<file path="src/rtl/fetch_queue_unit_if.sv">
// Fetch-stage bus: instruction-memory pair, redirect/stall controls and the
// two-slot decode handshake, grouped so the fetch unit sees one port.
interface fetch_queue_unit_if #(
    parameter int unsigned WIDTH  = 32,
    parameter int unsigned QDEPTH = 8
);
    localparam int unsigned CW = $clog2(QDEPTH) + 1;

    logic [1:0][WIDTH-1:0] Program_counter_IM;
    logic [1:0][WIDTH-1:0] Instruction_IM;
    logic                  redirect_valid;
    logic [WIDTH-1:0]      redirect_pc;
    logic                  fetch_stall;
    logic                  dec_ready;
    logic [1:0]            dec_valid;
    logic [1:0][WIDTH-1:0] dec_instr;
    logic [1:0][WIDTH-1:0] dec_pc;
    logic [CW-1:0]         q_count;

    // Fetch unit side
    modport master (
        output Program_counter_IM,
        input  Instruction_IM,
        input  redirect_valid,
        input  redirect_pc,
        input  fetch_stall,
        input  dec_ready,
        output dec_valid,
        output dec_instr,
        output dec_pc,
        output q_count
    );

    // Memory / decode / redirect side
    modport slave (
        input  Program_counter_IM,
        output Instruction_IM,
        output redirect_valid,
        output redirect_pc,
        output fetch_stall,
        output dec_ready,
        input  dec_valid,
        input  dec_instr,
        input  dec_pc,
        input  q_count
    );
endinterface

</file>
<file path="src/rtl/fetch_queue_unit.sv">
// Dual-issue fetch stage: owns the PC, reads an instruction pair per cycle
// from a combinational memory and buffers it in a QDEPTH-entry queue whose
// two oldest entries are offered to decode. Redirect flushes everything.
module fetch_queue_unit #(
    parameter int unsigned      WIDTH    = 32,
    parameter int unsigned      QDEPTH   = 8,
    parameter logic [WIDTH-1:0] RESET_PC = '0
) (
    input  logic             clk,
    input  logic             rst_n,
    fetch_queue_unit_if.master bus
);
    localparam int unsigned PW = $clog2(QDEPTH);
    localparam int unsigned CW = PW + 1;

    typedef logic [PW-1:0] ptr_t;

    logic [WIDTH-1:0] pc_q, pc_d;
    ptr_t             rd_ptr_q, rd_ptr_d;
    ptr_t             wr_ptr_q, wr_ptr_d;
    logic [CW-1:0]    count_q, count_d;

    logic [WIDTH-1:0] instr_mem [QDEPTH];
    logic [WIDTH-1:0] pc_mem    [QDEPTH];

    logic             fire;
    logic [1:0]       pop_n;
    logic [1:0]       valid;
    ptr_t             rd_ptr_nx;
    ptr_t             wr_ptr_nx;

    assign rd_ptr_nx = rd_ptr_q + ptr_t'(1);
    assign wr_ptr_nx = wr_ptr_q + ptr_t'(1);

    // Queue status and decode view of the two oldest entries
    always_comb begin
        valid[0] = (count_q != '0);
        valid[1] = (count_q >= CW'(2));
        // Pre-pop occupancy keeps this conservative: two free slots always exist
        fire     = !bus.redirect_valid && !bus.fetch_stall && (count_q <= CW'(QDEPTH - 2));
        pop_n    = bus.dec_ready ? ({1'b0, valid[0]} + {1'b0, valid[1]}) : 2'd0;
    end

    assign bus.Program_counter_IM[0] = pc_q;
    assign bus.Program_counter_IM[1] = pc_q + WIDTH'(4);
    assign bus.dec_valid             = valid;
    assign bus.dec_instr[0]          = instr_mem[rd_ptr_q];
    assign bus.dec_instr[1]          = instr_mem[rd_ptr_nx];
    assign bus.dec_pc[0]             = pc_mem[rd_ptr_q];
    assign bus.dec_pc[1]             = pc_mem[rd_ptr_nx];
    assign bus.q_count               = count_q;

    // Next PC, pointers and occupancy; redirect overrides push and pop
    always_comb begin
        pc_d     = pc_q;
        rd_ptr_d = rd_ptr_q;
        wr_ptr_d = wr_ptr_q;
        count_d  = count_q;
        if (bus.redirect_valid) begin
            pc_d     = {bus.redirect_pc[WIDTH-1:2], 2'b00};
            rd_ptr_d = '0;
            wr_ptr_d = '0;
            count_d  = '0;
        end else begin
            rd_ptr_d = rd_ptr_q + ptr_t'(pop_n);
            count_d  = count_q - CW'(pop_n) + (fire ? CW'(2) : CW'(0));
            if (fire) begin
                wr_ptr_d = wr_ptr_q + ptr_t'(2);
                pc_d     = pc_q + WIDTH'(8);
            end
        end
    end

    // Control state register
    always_ff @(posedge clk or negedge rst_n) begin
        if (!rst_n) begin
            pc_q     <= RESET_PC;
            rd_ptr_q <= '0;
            wr_ptr_q <= '0;
            count_q  <= '0;
        end else begin
            pc_q     <= pc_d;
            rd_ptr_q <= rd_ptr_d;
            wr_ptr_q <= wr_ptr_d;
            count_q  <= count_d;
        end
    end

    // Queue storage, written in PC then PC+4 order; contents need no reset
    always_ff @(posedge clk) begin
        if (fire) begin
            instr_mem[wr_ptr_q]  <= bus.Instruction_IM[0];
            pc_mem[wr_ptr_q]     <= pc_q;
            instr_mem[wr_ptr_nx] <= bus.Instruction_IM[1];
            pc_mem[wr_ptr_nx]    <= pc_q + WIDTH'(4);
        end
    end

endmodule

</file>
<file path="src/flat_wrapper.sv">
// flat-port wrapper written by rule: the top's interface ports become plain ports
module fetch_queue_unit_flat 
#(
    parameter int unsigned      WIDTH    = 32,
    parameter int unsigned      QDEPTH   = 8,
    parameter logic [WIDTH-1:0] RESET_PC = '0
)
  (clk, rst_n, bus_Program_counter_IM, bus_Instruction_IM, bus_redirect_valid, bus_redirect_pc, bus_fetch_stall, bus_dec_ready, bus_dec_valid, bus_dec_instr, bus_dec_pc, bus_q_count);
  fetch_queue_unit_if #(.WIDTH(WIDTH), .QDEPTH(QDEPTH)) bus_i ();
  input  logic clk;
  input  logic rst_n;
  output wire logic [$bits(bus_i.Program_counter_IM)-1:0] bus_Program_counter_IM;
  input wire logic [$bits(bus_i.Instruction_IM)-1:0] bus_Instruction_IM;
  input wire logic [$bits(bus_i.redirect_valid)-1:0] bus_redirect_valid;
  input wire logic [$bits(bus_i.redirect_pc)-1:0] bus_redirect_pc;
  input wire logic [$bits(bus_i.fetch_stall)-1:0] bus_fetch_stall;
  input wire logic [$bits(bus_i.dec_ready)-1:0] bus_dec_ready;
  output wire logic [$bits(bus_i.dec_valid)-1:0] bus_dec_valid;
  output wire logic [$bits(bus_i.dec_instr)-1:0] bus_dec_instr;
  output wire logic [$bits(bus_i.dec_pc)-1:0] bus_dec_pc;
  output wire logic [$bits(bus_i.q_count)-1:0] bus_q_count;
  assign bus_Program_counter_IM = bus_i.Program_counter_IM;
  assign bus_i.Instruction_IM = bus_Instruction_IM;
  assign bus_i.redirect_valid = bus_redirect_valid;
  assign bus_i.redirect_pc = bus_redirect_pc;
  assign bus_i.fetch_stall = bus_fetch_stall;
  assign bus_i.dec_ready = bus_dec_ready;
  assign bus_dec_valid = bus_i.dec_valid;
  assign bus_dec_instr = bus_i.dec_instr;
  assign bus_dec_pc = bus_i.dec_pc;
  assign bus_q_count = bus_i.q_count;
  fetch_queue_unit #(.WIDTH(WIDTH), .QDEPTH(QDEPTH), .RESET_PC(RESET_PC)) u_core (.clk(clk), .rst_n(rst_n), .bus(bus_i));
endmodule
</file>
<file path="config.mk">
export PLATFORM = sky130hd
export DESIGN_NAME = fetch_queue_unit_flat
export DESIGN_NICKNAME = d
export VERILOG_FILES = /design/src/rtl/fetch_queue_unit_if.sv /design/src/rtl/fetch_queue_unit.sv /design/src/flat_wrapper.sv
export SDC_FILE = /design/constraint.sdc
export NUM_CORES = 1
export LEC_CHECK = 0
export CORE_AREA = 2 2 221 386
export DETAILED_ROUTE_END_ITERATION = 8
export DIE_AREA = 0 0 223 388
export SYNTH_ARGS = -nofsm -noshare
export SYNTH_HDL_FRONTEND = slang
export SYNTH_SLANG_ARGS = --single-unit
</file>
<file path="constraint.sdc">
create_clock -name clk -period 11.05 [get_ports clk]
set_input_delay 1.6575 -clock clk [delete_from_list [all_inputs] [get_ports clk]]
set_output_delay 1.6575 -clock clk [all_outputs]
set_load 0.03 [all_outputs]
</file>
# Word level (Yosys, flattened, before mapping)
# Memory sizes are Yosys's and may differ from the RTL's.
# Index checks and enable logic that the tools add are counted.
# word_totals
in_bits,101
regBits,42
memories,2
mem_bits_rw,512
output_inout_bits,198
mem_bits_ro,0
latchBits,0
# mem_list
memory,depth,width,rd,rd_clocked_by_memory_dff,write_ports,line,source
u_core.instr_mem,8,32,2,0,2,fetch_queue_unit.sv:23,logic [WIDTH-1:0] instr_mem [QDEPTH];
u_core.pc_mem,8,32,2,0,2,fetch_queue_unit.sv:24,logic [WIDTH-1:0] pc_mem [QDEPTH];
# classes
n_eq_ne,0
bitwise_logic,0
n_addsub,9
n_mul,0
shifts,0
n_mux,10
reduce_logical,6
magnitude_cmp,2
div,0
# op_table
op,n
2-to-1 mux 32 bit,2
"adder 32 x 3 -> 32 bit, second input constant",1
"adder 32 x 4 -> 32 bit, second input constant",1
2-to-1 mux 3 bit,3
"adder 3 x 1 -> 3 bit, second input constant",2
adder 4 bit,1
">= comparator 4 x 2 -> 1 bit, second input constant",1
"less-or-equal comparator 4 x 3 -> 1 bit, second input constant",1
2-to-1 mux 2 bit,2
2-to-1 mux 4 bit,1
nonzero test 4 bit,1
subtractor 4 x 2 -> 4 bit,1
adder 3 x 2 -> 3 bit,1
"adder 3 x 2 -> 3 bit, second input constant",1
adder 1 x 1 -> 2 bit,1
logical AND 1 bit,2
logical NOT 1 bit,2
2-to-1 mux 1 bit,2
nonzero test 2 bit,1

# Logic depth before layout (Yosys ltp)
# Gate-level depths: netlist of the first run.
# depth
word_depth,6
ltp_mapped,13
mapped_depth_nobuf,13

# Least setup slack after synthesis of the first run
# OpenSTA, ideal clock, no wires.
# synth_timing
path_type,input port to flip-flop
start,input port bus_fetch_stall
end,memory u_core.instr_mem[0][0] (enable)
arrival_time_ns,6.076
setup_slack_ns,4.436
n_path_buf,2
path_stages,6
required_time_ns,10.512
path_cell_list,a211oi_1 > or2_2 > buf_4 > nand3_4 > inv_2 > clkbuf_1
# synth_lines
item,line,source
from (decl),flat_wrapper.sv:16,input wire logic [$bits(bus_i.fetch_stall)-1:0] bus_fetch_stall;
to (decl),fetch_queue_unit.sv:23,

# Worst setup path after layout of the first run
# layout_timing
start,register u_core.rd_ptr_q[1]
end,output port bus_dec_pc[52]
# layout_between
elab_chain_cells,2
# layout_lines
item,line,source
from (decl),fetch_queue_unit.sv:19,"ptr_t rd_ptr_q, rd_ptr_d;"
from (signal assigned),fetch_queue_unit.sv:83,rd_ptr_q <= rd_ptr_d;
adder 3 x 1 -> 3 bit,fetch_queue_unit.sv:32,assign rd_ptr_nx = rd_ptr_q + ptr_t'(1);
memory read (8 x 32 bit),n/a,
to (decl),flat_wrapper.sv:20,output wire logic [$bits(bus_i.dec_pc)-1:0] bus_dec_pc;
# Every way passes these cells.

==> flow_summary.toml, run 1 <==
[run_status]
status = "finished clean"

[floorplanning]
die_area_um2 = 86500
start_util_pct = 34.8
die_x_um = 223
num_rows = 140
core_area_um2 = 83200
ios = 299
fp.dieH_um = 388

[routing]
drc = 0
ant_nets = 0
vias_per_cell = 5.34
num_vias = 17700
drt-initial-drc-count = 1158
post_drt_wl_per_cell_um = 24.4
drtPass1Iterations = 5
wirelength_um = 80500

[setup_path]
cp_num_buf_inv = 3
crit_type = "flip-flop to output port"
path_cells = "buf_4, ha_4, buf_12, mux4_2, mux2_2, clkdlybuf4s50_1"
crit_path_end_kind = "output port"
crit_family = "buffers and inverters"
path_max_fanout = 72
critPathMaxStageDelay_ns = 0.88
cp.required_ns = 9.39
cp.depth = 6
critPathSlowestCell = "ha_4"
cp.arrival_ns = 4.90
reg2regPathDepth = 8
cp-start-kind = "flip-flop"

[grt]
grt_overflow_total = 0
grt_max_degree = 131
grt_util_all_layers_pct = 18.6
grt_antenna_before_repair = 10
grt_pass1_vias = 19000
grt_pass1_wl_um = 120000

[clocking]
cts_made_buffers = 54
post_cts.repair.setup_buffers = 0
clock_sinks = 535
cts_tree = "built"
cts_resized = 0
clock_path_buffers = 3
h-tree-depth = 2
cts_root_buf = "clkbuf_16"
hold_buffers = 0
clk_latency_ns = 0.61
path_clk_slew_ns = 0.06

[synth]
synth_area_leaders = "edfxtp_1 51%, mux4_2 19%, nand2_1 6.9%"
yosys.area_share.simple_pct = 10.0
yosysSeqAreaShare_pct = 54.7
synth_top_cell_by_area = "edfxtp_1"
synth_top_family_by_area = "multiplexers"
ys_types = 53
synth_fa_ha_area_share_pct = 0.811
synthArstFlopShare_pct = 7.29
synthXorXnorAreaFrac_pct = 5.23
synth.avg_cell_area_um2 = 13.8
synth_edf_count = 496
ys_warn_count = 0
synth_flop_cell = "edfxtp_1"
synth_compound_area_share_pct = 0.682
synthCells = 2099
synth_seq_cells = 535
syn_area_um2 = 29000
muxShareOfSynthArea_pct = 24.1
synth_top_area_share_pct = 51.4

[sta]
timing.final.crit_period_ns = 6.56
setup_slack_ns = 4.49
period_share_pct = 59.4
skew_ns = 0.0191
finalHoldViolCount = 0
rsz0062_at_grt = "false"
setup_viol = 0
slew_headroom_pct = 20.9
fmax_ghz = 0.152
setup_tns_ns = 0
tightestPinTransition_ns = 1.19
slew_violations = 0

[min_path]
hold_class = "flip-flop to flip-flop"
whs_path_depth = 2

[final_layout]
syn_to_final_growth_pct = 17.7
drive_gt1_share_pct = 23.3
finish.utilization_pct = 41.0
nNetsFinal = 2310

[power]
peakVddDrop_uv = 221
power_density_nw_per_um2 = 243
p_leak_nw = 11.2

[job]
drv_cap = 0

[place]
portBuffers = 288
preCtsSetupSlack_ns = 4.36
dp_hpwl_um = 49700
gp_congestion = 0.777
[cell usage after synthesis, types with 3 or more instances]
| cell | instances |
|---|---|
| nand2_1 | 533 |
| edfxtp_1 | 496 |
| mux4_2 | 248 |
| clkbuf_1 | 178 |
| xnor2_1 | 131 |
| mux2_2 | 124 |
| buf_2 | 60 |
| xor2_1 | 42 |
| dfrtp_1 | 39 |
| nor2_1 | 37 |
| buf_1 | 28 |
| o21ai_0 | 24 |
| nand3_1 | 21 |
| ha_1 | 14 |
| buf_4 | 13 |
| and3_1 | 12 |
| inv_1 | 12 |
| nand4_1 | 9 |
| and2_1 | 7 |
| nor3_1 | 7 |
| nor3_2 | 5 |
| inv_2 | 4 |
| nand3_4 | 4 |
| nor4_4 | 4 |
| and4_1 | 3 |
| buf_6 | 3 |
| fa_1 | 3 |
| nor4_1 | 3 |
| nor4_2 | 3 |
[through the flow]
stage	cell area [um^2]	total power, mW	hold WS (ns)	instances
finish	34100	8.29	0.605	3305
global route	34100	8.65	0.648	3305
CTS	34100	8.42	0.605	3303
detailed placement	32300	6.48	0.597	3201
global placement	32300	6.43	0.573	3201
floorplan	29000	5.15	0.559	2106
[registers in the layout, indices dropped and copies added (netlist names)]
signal / count
u_core.pc_q: 30
u_core.pc_mem: 240
u_core.rd_ptr_q: 3
u_core.wr_ptr_q: 2
u_core.bus.q_count: 4
u_core.instr_mem: 256
[path summary, 6_finish.rpt]
check	start	to	slack, ns
worst max-delay path	u_core.rd_ptr_q[1]$_DFF_PN0_	bus_dec_pc[52]	4.49
worst min-delay path	u_core.wr_ptr_q[2]$_DFFE_PN0N_	u_core.wr_ptr_q[2]$_DFFE_PN0N_	0.60
worst max register to register	u_core.bus.q_count[2]$_DFF_PN0_	u_core.pc_mem[5][22]$_DFFE_PP_	5.79
worst min register to register	u_core.wr_ptr_q[2]$_DFFE_PN0N_	u_core.wr_ptr_q[2]$_DFFE_PN0N_	0.60
max in group asynchronous	rst_n	u_core.rd_ptr_q[1]$_DFF_PN0_	8.98
min in group asynchronous	rst_n	u_core.pc_q[31]$_DFFE_PN0N_	1.26
[tightest hold or removal path, delay by kind of cell (launching register included)]
| family | cells | cell delay (ns) |
|---|---|---|
| DFF | 1 | 0.43 |
| and+or+nand+nor | 1 | 0.08 |
| AOI/OAI and AO/OA | 1 | 0.06 |
[power breakdown]
part / switching (mW) / internal, mW / total, mW
combinational: 2.04 / 1.76 / 3.81
sequential: 0.155 / 2.42 / 2.57
clock: 0.796 / 1.12 / 1.91
total: 2.99 / 5.30 / 8.29
[final cells by class]
class / count / area (um^2)
well taps: 1065 / 1330
inverters: 18 / 95.1
multi-input cells: 1271 / 11900
repair buffers: 312 / 3070
clock inverters: 32 / 342
clock buffers: 70 / 1500
diodes: 2 / 5.00
fillers: 7604 / 49100
flip-flops and latches: 535 / 15900
[layer usage]
layer	track usage [%]	vias up	share of wire (%)
met5	0	-	0.10
li1	-	7803	-
met3	3.39	155	5.6
met2	33.9	551	53
met1	21.5	9135	38
met4	7.36	14	3.8
[logic make-up after synthesis]
family                     count (synthesis)
other                                      1
and+or+nand+nor                          665
xor gates and xnor gates                 173
buffers and inverters                    300
AOI/OAI and AO/OA                         35
adders and majority gates                 17
DFF                                      535
muxes                                    373
[placed cells by master (no fill, tap or decap), drive strengths merged, types with 3 or more instances in the layout]
cell type | netlist | layout
nor3 | 12 | 12
clkbuf | 178 | 70
buf | 104 | 26
dfrtp | 39 | 39
clkdlybuf4s50 | 0 | 286
bufinv | 0 | 7
ha | 14 | 14
xor2 | 42 | 42
edfxtp | 496 | 496
inv | 16 | 18
nand4 | 12 | 12
nand3 | 26 | 26
nor4 | 10 | 10
clkinv | 2 | 23
o21ai | 26 | 26
fa | 3 | 3
and4 | 3 | 3
nand2 | 534 | 534
xnor2 | 131 | 131
mux4 | 248 | 248
and2 | 7 | 7
and3 | 12 | 12
conb | 1 | 8
mux2 | 124 | 124
nor2 | 38 | 38
(Power assumes the default switching activity.)
==> run 2, diff against run 1 <==
Clock period 11.05 ns to 6.8 ns, I/O delays scaled along.
==> run 2 against run 1 <==
- utilization is 0.11 points lower
- hold slack worse by 0.077 ns
- via count is 0.14% higher
- setup slack worse by 3.2 ns
- non-clock buffer count is 6 higher
- clock power is 54% higher
- sequential power is 65% higher
- sequential cell count stayed put
==> flow_summary.toml, run 2 (synthesis results as in run 1) <==
[run_status]
status = "finished clean"

[final_layout]
instances_no_fill = 3305
drive_gt1_share_pct = 23.3
nNetsFinal = 2314
fillers = 7634
largestRegisters = "u_core.instr_mem (256), u_core.pc_mem (240), u_core.pc_q (30)"
syn_to_final_growth_pct = 17.4
largest_reg_flops = 256
layout_common_cells = "533 x nand2_1, 496 x edfxtp_1, 286 x clkdlybuf4s50_1"
finish.utilization_pct = 40.9
regMostFlops = "u_core.instr_mem"
multi_input_area_um2 = 11900
final_common_cell = "nand2_1"
regArea_um2 = 15900

[routing]
drc = 0
vias_per_cell = 5.35
drt-initial-drc-count = 917
drtPass1Iterations = 5
num_vias = 17700
wirelength_um = 80400
post_drt_wl_per_cell_um = 24.3
ant_nets = 0

[floorplanning]
num_rows = 140
ios = 299
core_area_um2 = 83200
fp.dieH_um = 388
die_area_um2 = 86500
die_x_um = 223
start_util_pct = 34.8

[setup_path]
cp.arrival_ns = 4.54
cp.required_ns = 5.78
r2r_slack_ns = 3.06
path_cells = "ha_4, buf_4, mux4_2, mux2_2, clkdlybuf4s50_1"
crit_type = "flip-flop to output port"
path_max_fanout = 55
cp_num_buf_inv = 2
timing.rr.end = "u_core.pc_mem[6][7]$_DFFE_PP_"
reg2regPathDepth = 5
critPathMaxStageDelay_ns = 1.03
cp.depth = 5
timing.rr.start = "u_core.bus.q_count[2]$_DFF_PN0_"
critPathCapture = "bus_dec_pc[37]"
crit_family = "buffers and inverters"
crit_path_end_kind = "output port"
startpoint = "u_core.rd_ptr_q[0]$_DFF_PN0_"
critPathSlowestCell = "dfrtp_4"
cp-start-kind = "flip-flop"

[grt]
grt_pass1_vias = 18900
grt_max_degree = 116
grt_util_all_layers_pct = 18.6
grt_overflow_total = 0
grt_antenna_before_repair = 7
grt_pass1_wl_um = 120000

[power]
internal_power_mw = 8.42
p_sw_share_pct = 36.6
power_mw = 13.3
p_comb_share_pct = 46.0
peakVddDrop_uv = 311
power_density_nw_per_um2 = 390
p_sw_mw = 4.86
p_leak_nw = 11.2
seqPwrFrac_pct = 31.9
p_clk_share_pct = 22.2

[sta]
skew_ns = 0.0211
rsz0062_at_grt = "false"
timing.final.crit_period_ns = 5.56
period_share_pct = 81.7
finalHoldViolCount = 0
tightestPinTransition_ns = 1.11
setup_tns_ns = 0
slew_headroom_pct = 26.3
timing.hold.ws_ns = 0.527
fmax_ghz = 0.180
slew_violations = 0
setup_viol = 0

[clocking]
path_clk_slew_ns = 0.07
h-tree-depth = 2
cts_made_buffers = 52
post_cts.repair.setup_buffers = 0
clk_latency_ns = 0.62
cts_root_buf = "clkbuf_16"
cts_tree = "built"
clock_sinks = 535
cts_resized = 0
clock_path_buffers = 3
hold_buffers = 0

[place]
gp_congestion = 0.790
portBuffers = 288
dp_hpwl_um = 49900
dp.cells = 3207

[job]
drv_cap = 0

[min_path]
hold_class = "input port to async pin"
run 2: cell count changes in the layout (fill, tap and decap cells not counted), sizes merged:
cell,change
inv,+1
bufinv,-2
buf,+6
clkinvlp,+1
clkbuf,-9
clkinv,+4
diode,-1
run 2: power by group through the flow:
| stage | sequential (mW) | combinational, mW | clock, mW |
|---|---|---|---|
| CTS | 4.24 | 6.23 | 3.02 |
| global route | 4.28 | 6.47 | 3.13 |
| detailed placement | 4.31 | 6.21 | 0 |
| floorplan | 4.14 | 4.23 | 0 |
| global placement | 4.28 | 6.15 | 0 |
| finish | 4.23 | 6.10 | 2.95 |
run 2: worst min path at each step:
stage	start	end	slack, ns
3_3_place_gp	u_core.wr_ptr_q[2]$_DFFE_PN0N_	u_core.wr_ptr_q[2]$_DFFE_PN0N_	0.58
6_report	rst_n	u_core.pc_q[17]$_DFFE_PN0N_	0.53
4_1_cts	rst_n	u_core.pc_q[2]$_DFFE_PN0P_	0.51
2_1_floorplan	u_core.wr_ptr_q[2]$_DFFE_PN0N_	u_core.wr_ptr_q[2]$_DFFE_PN0N_	0.56
3_5_place_dp	u_core.wr_ptr_q[2]$_DFFE_PN0N_	u_core.wr_ptr_q[2]$_DFFE_PN0N_	0.60
5_1_grt	rst_n	u_core.pc_q[17]$_DFFE_PN0N_	0.54
run 2: final cells by class:
class | instances | area share [%]
multi-input combinational | 1271 | 35.0
timing repair buffer | 318 | 9.18
tap | 1065 | 3.92
antenna | 1 | 0.00735
clock inverter | 36 | 0.948
inverter | 18 | 0.279
clock buffer | 61 | 4.01
sequential | 535 | 46.7
run 2: per-layer routing:
layer  track usage, %  part of all wire (%)  vias up
met3             3.23                   5.2      123
met5                0                 0.078        -
li1                 -                     -     7798
met2             34.5                    54      524
met1             21.8                    39     9226
met4             5.17                   2.5       12
run 2: through the flow:
| stage | area, um^2 | setup slack [ns] |
|---|---|---|
| after floorplan | 29000 | 0.823 |
| after global placement | 32300 | 1.74 |
| after detailed placement | 32300 | 1.71 |
| after CTS | 34000 | 1.02 |
| after global routing | 34000 | 0.878 |
| final | 34000 | 1.24 |
==> run 3, diff against run 2 <==
Clock period 6.8 ns to 4.6 ns, I/O delays scaled along.
==> run 3 against run 2 <==
- first-iteration DRC count rose by 33%
- largest power group unchanged
- register-to-register slack lost 1.6 ns
- critical path depth increased by 1
- clock skew decreased by 0.0018 ns
==> flow_summary.toml, run 3 (synthesis results as in run 1) <==
[clocking]
clock_sinks = 535
clock_path_buffers = 3
cts_made_buffers = 52
hold_buffers = 0
cts_tree = "built"
clk_latency_ns = 0.61
path_clk_slew_ns = 0.07
h-tree-depth = 2
cts_root_buf = "clkbuf_16"

[final_layout]
regArea_um2 = 15900
regMostFlops = "u_core.instr_mem"
largestRegisters = "u_core.instr_mem (256), u_core.pc_mem (240), u_core.pc_q (30)"
nNetsFinal = 2357
layout_common_cells = "533 x nand2_1, 496 x edfxtp_1, 274 x clkdlybuf4s50_1"
final_common_cell = "nand2_1"
fillers = 7527
instances_no_fill = 3345
syn_to_final_growth_pct = 19.2
drive_gt1_share_pct = 25.2
fin_area_um2 = 34600
multi_input_area_um2 = 11900
largest_reg_flops = 256

[sta]
timing.final.crit_period_ns = 4.44
slew_headroom_pct = 27.8
tightestPinTransition_ns = 1.08
setup_viol = 0
finalHoldViolCount = 0
rsz0062_at_grt = "false"
setup_tns_ns = 0
fmax_ghz = 0.225
slew_violations = 0
period_share_pct = 96.5
skew_ns = 0.0193
setup_slack_ns = 0.159

[floorplanning]
ios = 299
fp.dieH_um = 388
core_area_um2 = 83200
die_x_um = 223
die_area_um2 = 86500
num_rows = 140
start_util_pct = 34.8

[routing]
drc = 0
drtPass1Iterations = 5
drt-initial-drc-count = 1220
num_vias = 17900
vias_per_cell = 5.36
post_drt_wl_per_cell_um = 24.0
ant_nets = 0
wirelength_um = 80300

[setup_path]
crit_type = "flip-flop to output port"
crit_path_end_kind = "output port"
path_max_fanout = 14
cp-start-kind = "flip-flop"
cp.required_ns = 3.91
cp.arrival_ns = 3.75
reg2regPathDepth = 8
r2r_slack_ns = 1.42

[place]
place_area_um2 = 32800
preCtsSetupSlack_ns = 0.707
gp_congestion = 0.781
dp_hpwl_um = 51600
dp.cells = 3249
portBuffers = 288

[grt]
grt_overflow_total = 0
grt_util_all_layers_pct = 18.5
grt_pass1_vias = 19200
grt_max_degree = 137
grt_antenna_before_repair = 5
use_met2_pct = 33.6
grt.busiest_layer = "met2"
grt_pass1_wl_um = 120000
grt_use_met1_pct = 21.7
met3_usage_pct = 3.34

[power]
power_density_nw_per_um2 = 577
p_leak_nw = 11.5
peakVddDrop_uv = 552

[run_status]
status = "finished clean"

[job]
drv_cap = 0

[min_path]
hold_class = "input port to async pin"
[run 3: cell types whose count changed in the layout (fill, tap and decap cells not counted), sizes merged]
cell / delta
clkinv: -6
clkinvlp: -2
clkbuf: +3
clkdlybuf4s50: -12
buf: +55
bufinv: +2
[run 3: repair_timing]
action	in CTS	in global routing
setup endpoints to repair	0	2
buffers inserted	0	1
resized for setup	0	1
[run 3: layout make-up]
class / count / area share (%)
antenna: 1 / 0.00724
clock buffer: 64 / 3.98
clock inverter: 30 / 1.00
inverter: 18 / 0.275
multi-input combinational: 1271 / 34.5
sequential: 535 / 45.9
tap: 1065 / 3.85
timing repair buffer: 361 / 10.5
[run 3: worst paths after layout]
| kind | start | endpoint |
|---|---|---|
| setup / recovery | u_core.pc_q[2]$_DFFE_PN0P_ | bus_Program_counter_IM[44] |
| hold / removal | rst_n | u_core.pc_q[21]$_DFFE_PN0N_ |
| setup reg to reg | u_core.bus.q_count[2]$_DFF_PN0_ | u_core.pc_mem[1][15]$_DFFE_PP_ |
| hold reg to reg | u_core.wr_ptr_q[2]$_DFFE_PN0N_ | u_core.wr_ptr_q[2]$_DFFE_PN0N_ |
| max in group asynchronous | rst_n | u_core.rd_ptr_q[0]$_DFF_PN0_ |
| min in group clk | u_core.wr_ptr_q[2]$_DFFE_PN0N_ | u_core.wr_ptr_q[2]$_DFFE_PN0N_ |
[run 3: power breakdown]
| group | switching (mW) | internal, mW | leakage (nW) |
|---|---|---|---|
| Combinational | 5.08 | 4.40 | 5.64 |
| Clock | 1.89 | 2.52 | 0.846 |
| Sequential | 0.241 | 5.80 | 4.99 |
[run 3: worst max-delay path, stage by stage, from the launching register on]
cell and delay (ns):
dfrtp_1 0.66, ha_1 0.40, and3_1 0.25, nand2_2 0.34, nor2_1 0.57, xor2_1 0.21
clkdlybuf4s50_1 0.70
[run 3: per-layer routing]
| metal | part of all wire (%) | wire length [um] | vias to the layer above |
|---|---|---|---|
| met5 | 0.082 | 66 | - |
| met1 | 38 | 30700 | 9289 |
| met2 | 53 | 42300 | 593 |
| met4 | 3.2 | 2550 | 10 |
| li1 | - | - | 7885 |
| met3 | 5.9 | 4710 | 137 |
[run 3: metrics by stage]
step                util (%)  hold slack [ns]  power [mW]
CTS                     41.5            0.160        20.2
finish                  41.5            0.173        19.9
global route            41.5            0.192        20.8
floorplan                  -            0.394        12.4
detailed placement      39.5            0.603        15.7
global placement        39.5            0.581        15.6
==> edit, RTL diff (settings of run 2) <==
`QDEPTH` is set to 8 in 3 places; all go to 4.
--- a/src/rtl/fetch_queue_unit_if.sv
+++ b/src/rtl/fetch_queue_unit_if.sv
@@ -4,3 +4,3 @@
     parameter int unsigned WIDTH  = 32,
-    parameter int unsigned QDEPTH = 8
+    parameter int unsigned QDEPTH = 4
 );
--- a/src/rtl/fetch_queue_unit.sv
+++ b/src/rtl/fetch_queue_unit.sv
@@ -5,3 +5,3 @@
     parameter int unsigned      WIDTH    = 32,
-    parameter int unsigned      QDEPTH   = 8,
+    parameter int unsigned      QDEPTH   = 4,
     parameter logic [WIDTH-1:0] RESET_PC = '0
--- a/src/flat_wrapper.sv
+++ b/src/flat_wrapper.sv
@@ -4,3 +4,3 @@
     parameter int unsigned      WIDTH    = 32,
-    parameter int unsigned      QDEPTH   = 8,
+    parameter int unsigned      QDEPTH   = 4,
     parameter logic [WIDTH-1:0] RESET_PC = '0
Ports: changed (resized bus_q_count); port bits go from 299 to 298. No check against the original RTL was run, so the function may have changed too.
==> edit against run 2 <==
  * Total power down 55%
  * First-iteration DRC count down 28%
  * Critical path depth unchanged
  * Design area down 42%
  * Sequential cell count down 251
  * Die area unchanged
  * Register-to-register slack worse by 0.30 ns
  * Cell count down 26%
  * Clock skew up 0.023 ns
  * Area after synthesis down 47%
  * Sequential power down 46%
  * Wire length down 36%
  * Setup slack better by 0.33 ns
  * Synthesized cell count down 41%
  * Critical path type unchanged
==> edit: results <==
{
  "outcome": "finished, final reports clean",
  "grt_pass1_vias": 11070,
  "avgRoutedWirePerCell_microns": 21.08,
  "total_detailed_routing_wirelength_mm": 51.55,
  "synth.mux.area_fraction_pct": 18.29,
  "grt_first_pass_wirelength_mm": 75.33,
  "irDropWorstVdd_mv": 0.1923,
  "worst_pin_slew_ns": 1.206,
  "ys_seq_area_share_pct": 54.47,
  "place_inst": 2393,
  "netlist_top_cells_area": "edfxtp_1 49%, mux4_2 18%, nand2_1 6.3%",
  "numPortBuffers": 287,
  "synth_fa_ha_area_share_pct": 0.4899,
  "avgViaCountPerCell": 4.277,
  "grt_antenna_before_repair": 5,
  "number_of_enable_type_register_cells_in_the_synthesized_netlist": 248,
  "finalNetCount": 1466,
  "final.setup_skew_ns": 0.04415,
  "r2r.worst_path.cells": 7,
  "ctsRootBufferMaster": "clkbuf_16",
  "cts_resizes": 0,
  "reg_top3": "u_core.instr_mem (128), u_core.pc_mem (120), u_core.pc_q (30)",
  "num-fill-cells": 8632,
  "grtUsageTotal_pct": 11.74,
  "cts.htree.levels": 1,
  "synthesis.area_per_instance_sq_um": 12.44,
  "place.gp.congestion": 0.7799,
  "power.leakage_nw": 6.402,
  "num_antenna_cells": 0,
  "critPathMaxFanout": 15,
  "synth_compound_area_share_pct": 2.164,
  "initialDrtViolationCount": 662,
  "layout-drive-gt1-share_pct": 15.94,
  "ys_types": 47,
  "slowest_delay_ns": 1.08,
  "postSynth.asyncResetShare_pct": 12.68,
  "netlist_top_cells_count": "259 x nand2_1, 248 x edfxtp_1, 178 x clkbuf_1, 124 x mux4_2, 84 x xnor2_1",
  "place_hpwl_mm": 37.20,
  "crit_arrival_ns": 4.21,
  "slowest_stage": "nor3_1",
  "critical_path.top_delay_family": "simple AND/OR/NAND/NOR gates",
  "grt_max_degree": 56,
  "clock_latency_ns": 0.62,
  "post_synth_xor_area_fraction_pct": 5.887,
  "clkTransAtPathRegs_ns": 0.06,
  "cts_made_buffers": 29
}
==> edit: cell count changes in the layout (fill, tap and decap cells not counted), sizes merged, moves of 9 or more <==
cell    change
clkbuf     -28
mux2      -124
nand2     -275
nor2        -9
xnor2      -47
edfxtp    -248
mux4      -124
nand3      +19
xor2       -23
clkinv     -17
nand4      +20
==> edit: path summary, 6_finish.rpt <==
kind / start / slack [ns] / endpoint
max in group asynchronous: rst_n / 5.85 / u_core.rd_ptr_q[1]
setup reg to reg: u_core.bus.q_count[1] / 2.76 / u_core.pc_mem[1][4]
setup / recovery: u_core.pc_q[14] / 1.57 / bus_Program_counter_IM[59]
hold reg to reg: u_core.wr_ptr_q[1] / 0.65 / u_core.wr_ptr_q[1]
min in group clk: u_core.wr_ptr_q[1] / 0.65 / u_core.wr_ptr_q[1]
hold / removal: rst_n / 0.47 / u_core.pc_q[23]
==> edit: cell type report <==
cell class              count  area, sq um  area share, %
clock buffers              33        740.7          3.743
inverters                  17        73.82         0.3731
well taps                1065         1333          6.734
repair buffers            315         3073          15.53
flip-flops and latches    284         8356          42.23
clock inverters            19        181.4         0.9169
multi-input cells         712         6031          30.48
==> edit: metal layers <==
layer,track usage [%],vias to the layer above,routed length [microns]
met4,4.466,2,1735
li1,-,4634,-
met1,14.14,5282,20500
met3,2.205,79,3462
met2,20.63,461,25850
met5,0,-,9
==> edit: power breakdown <==
group          switching [mW]  total [mW]  internal [mW]
logic                    1.22        2.13          0.917
registers               0.199        2.30           2.10
clock network           0.739        1.60          0.865
==> edit: cells by family (layout without fill, tap and decap cells) <==
logic type,Yosys count,count (layout)
simple gates,420,420
flops,284,284
buf+inv,243,384
mux,125,125
xor+xnor,103,103
compound gates,50,50
fa+ha+maj,6,6
other cells,1,8
==> edit: metrics by stage <==
stage	area, sq um	setup WS (ns)	util (%)	hold WS [ns]
after floorplan	15350	2.658	-	0.5724
after global placement	18870	1.796	22.67	0.6111
after detailed placement	18870	1.644	22.67	0.6267
after CTS	19790	1.517	23.78	0.4445
after global routing	19790	1.327	23.78	0.4902
final	19790	1.570	23.78	0.4655
==> edit: worst reg2reg max path: cells and delay by family, from the launching register on <==
kind,cells,cell delay [ns]
DFF,1,0.48
buffers and inverters,3,1.40
AOI/OAI and AO/OA,1,0.96
xor gates and xnor gates,1,0.14
and+or+nand+nor,2,0.81
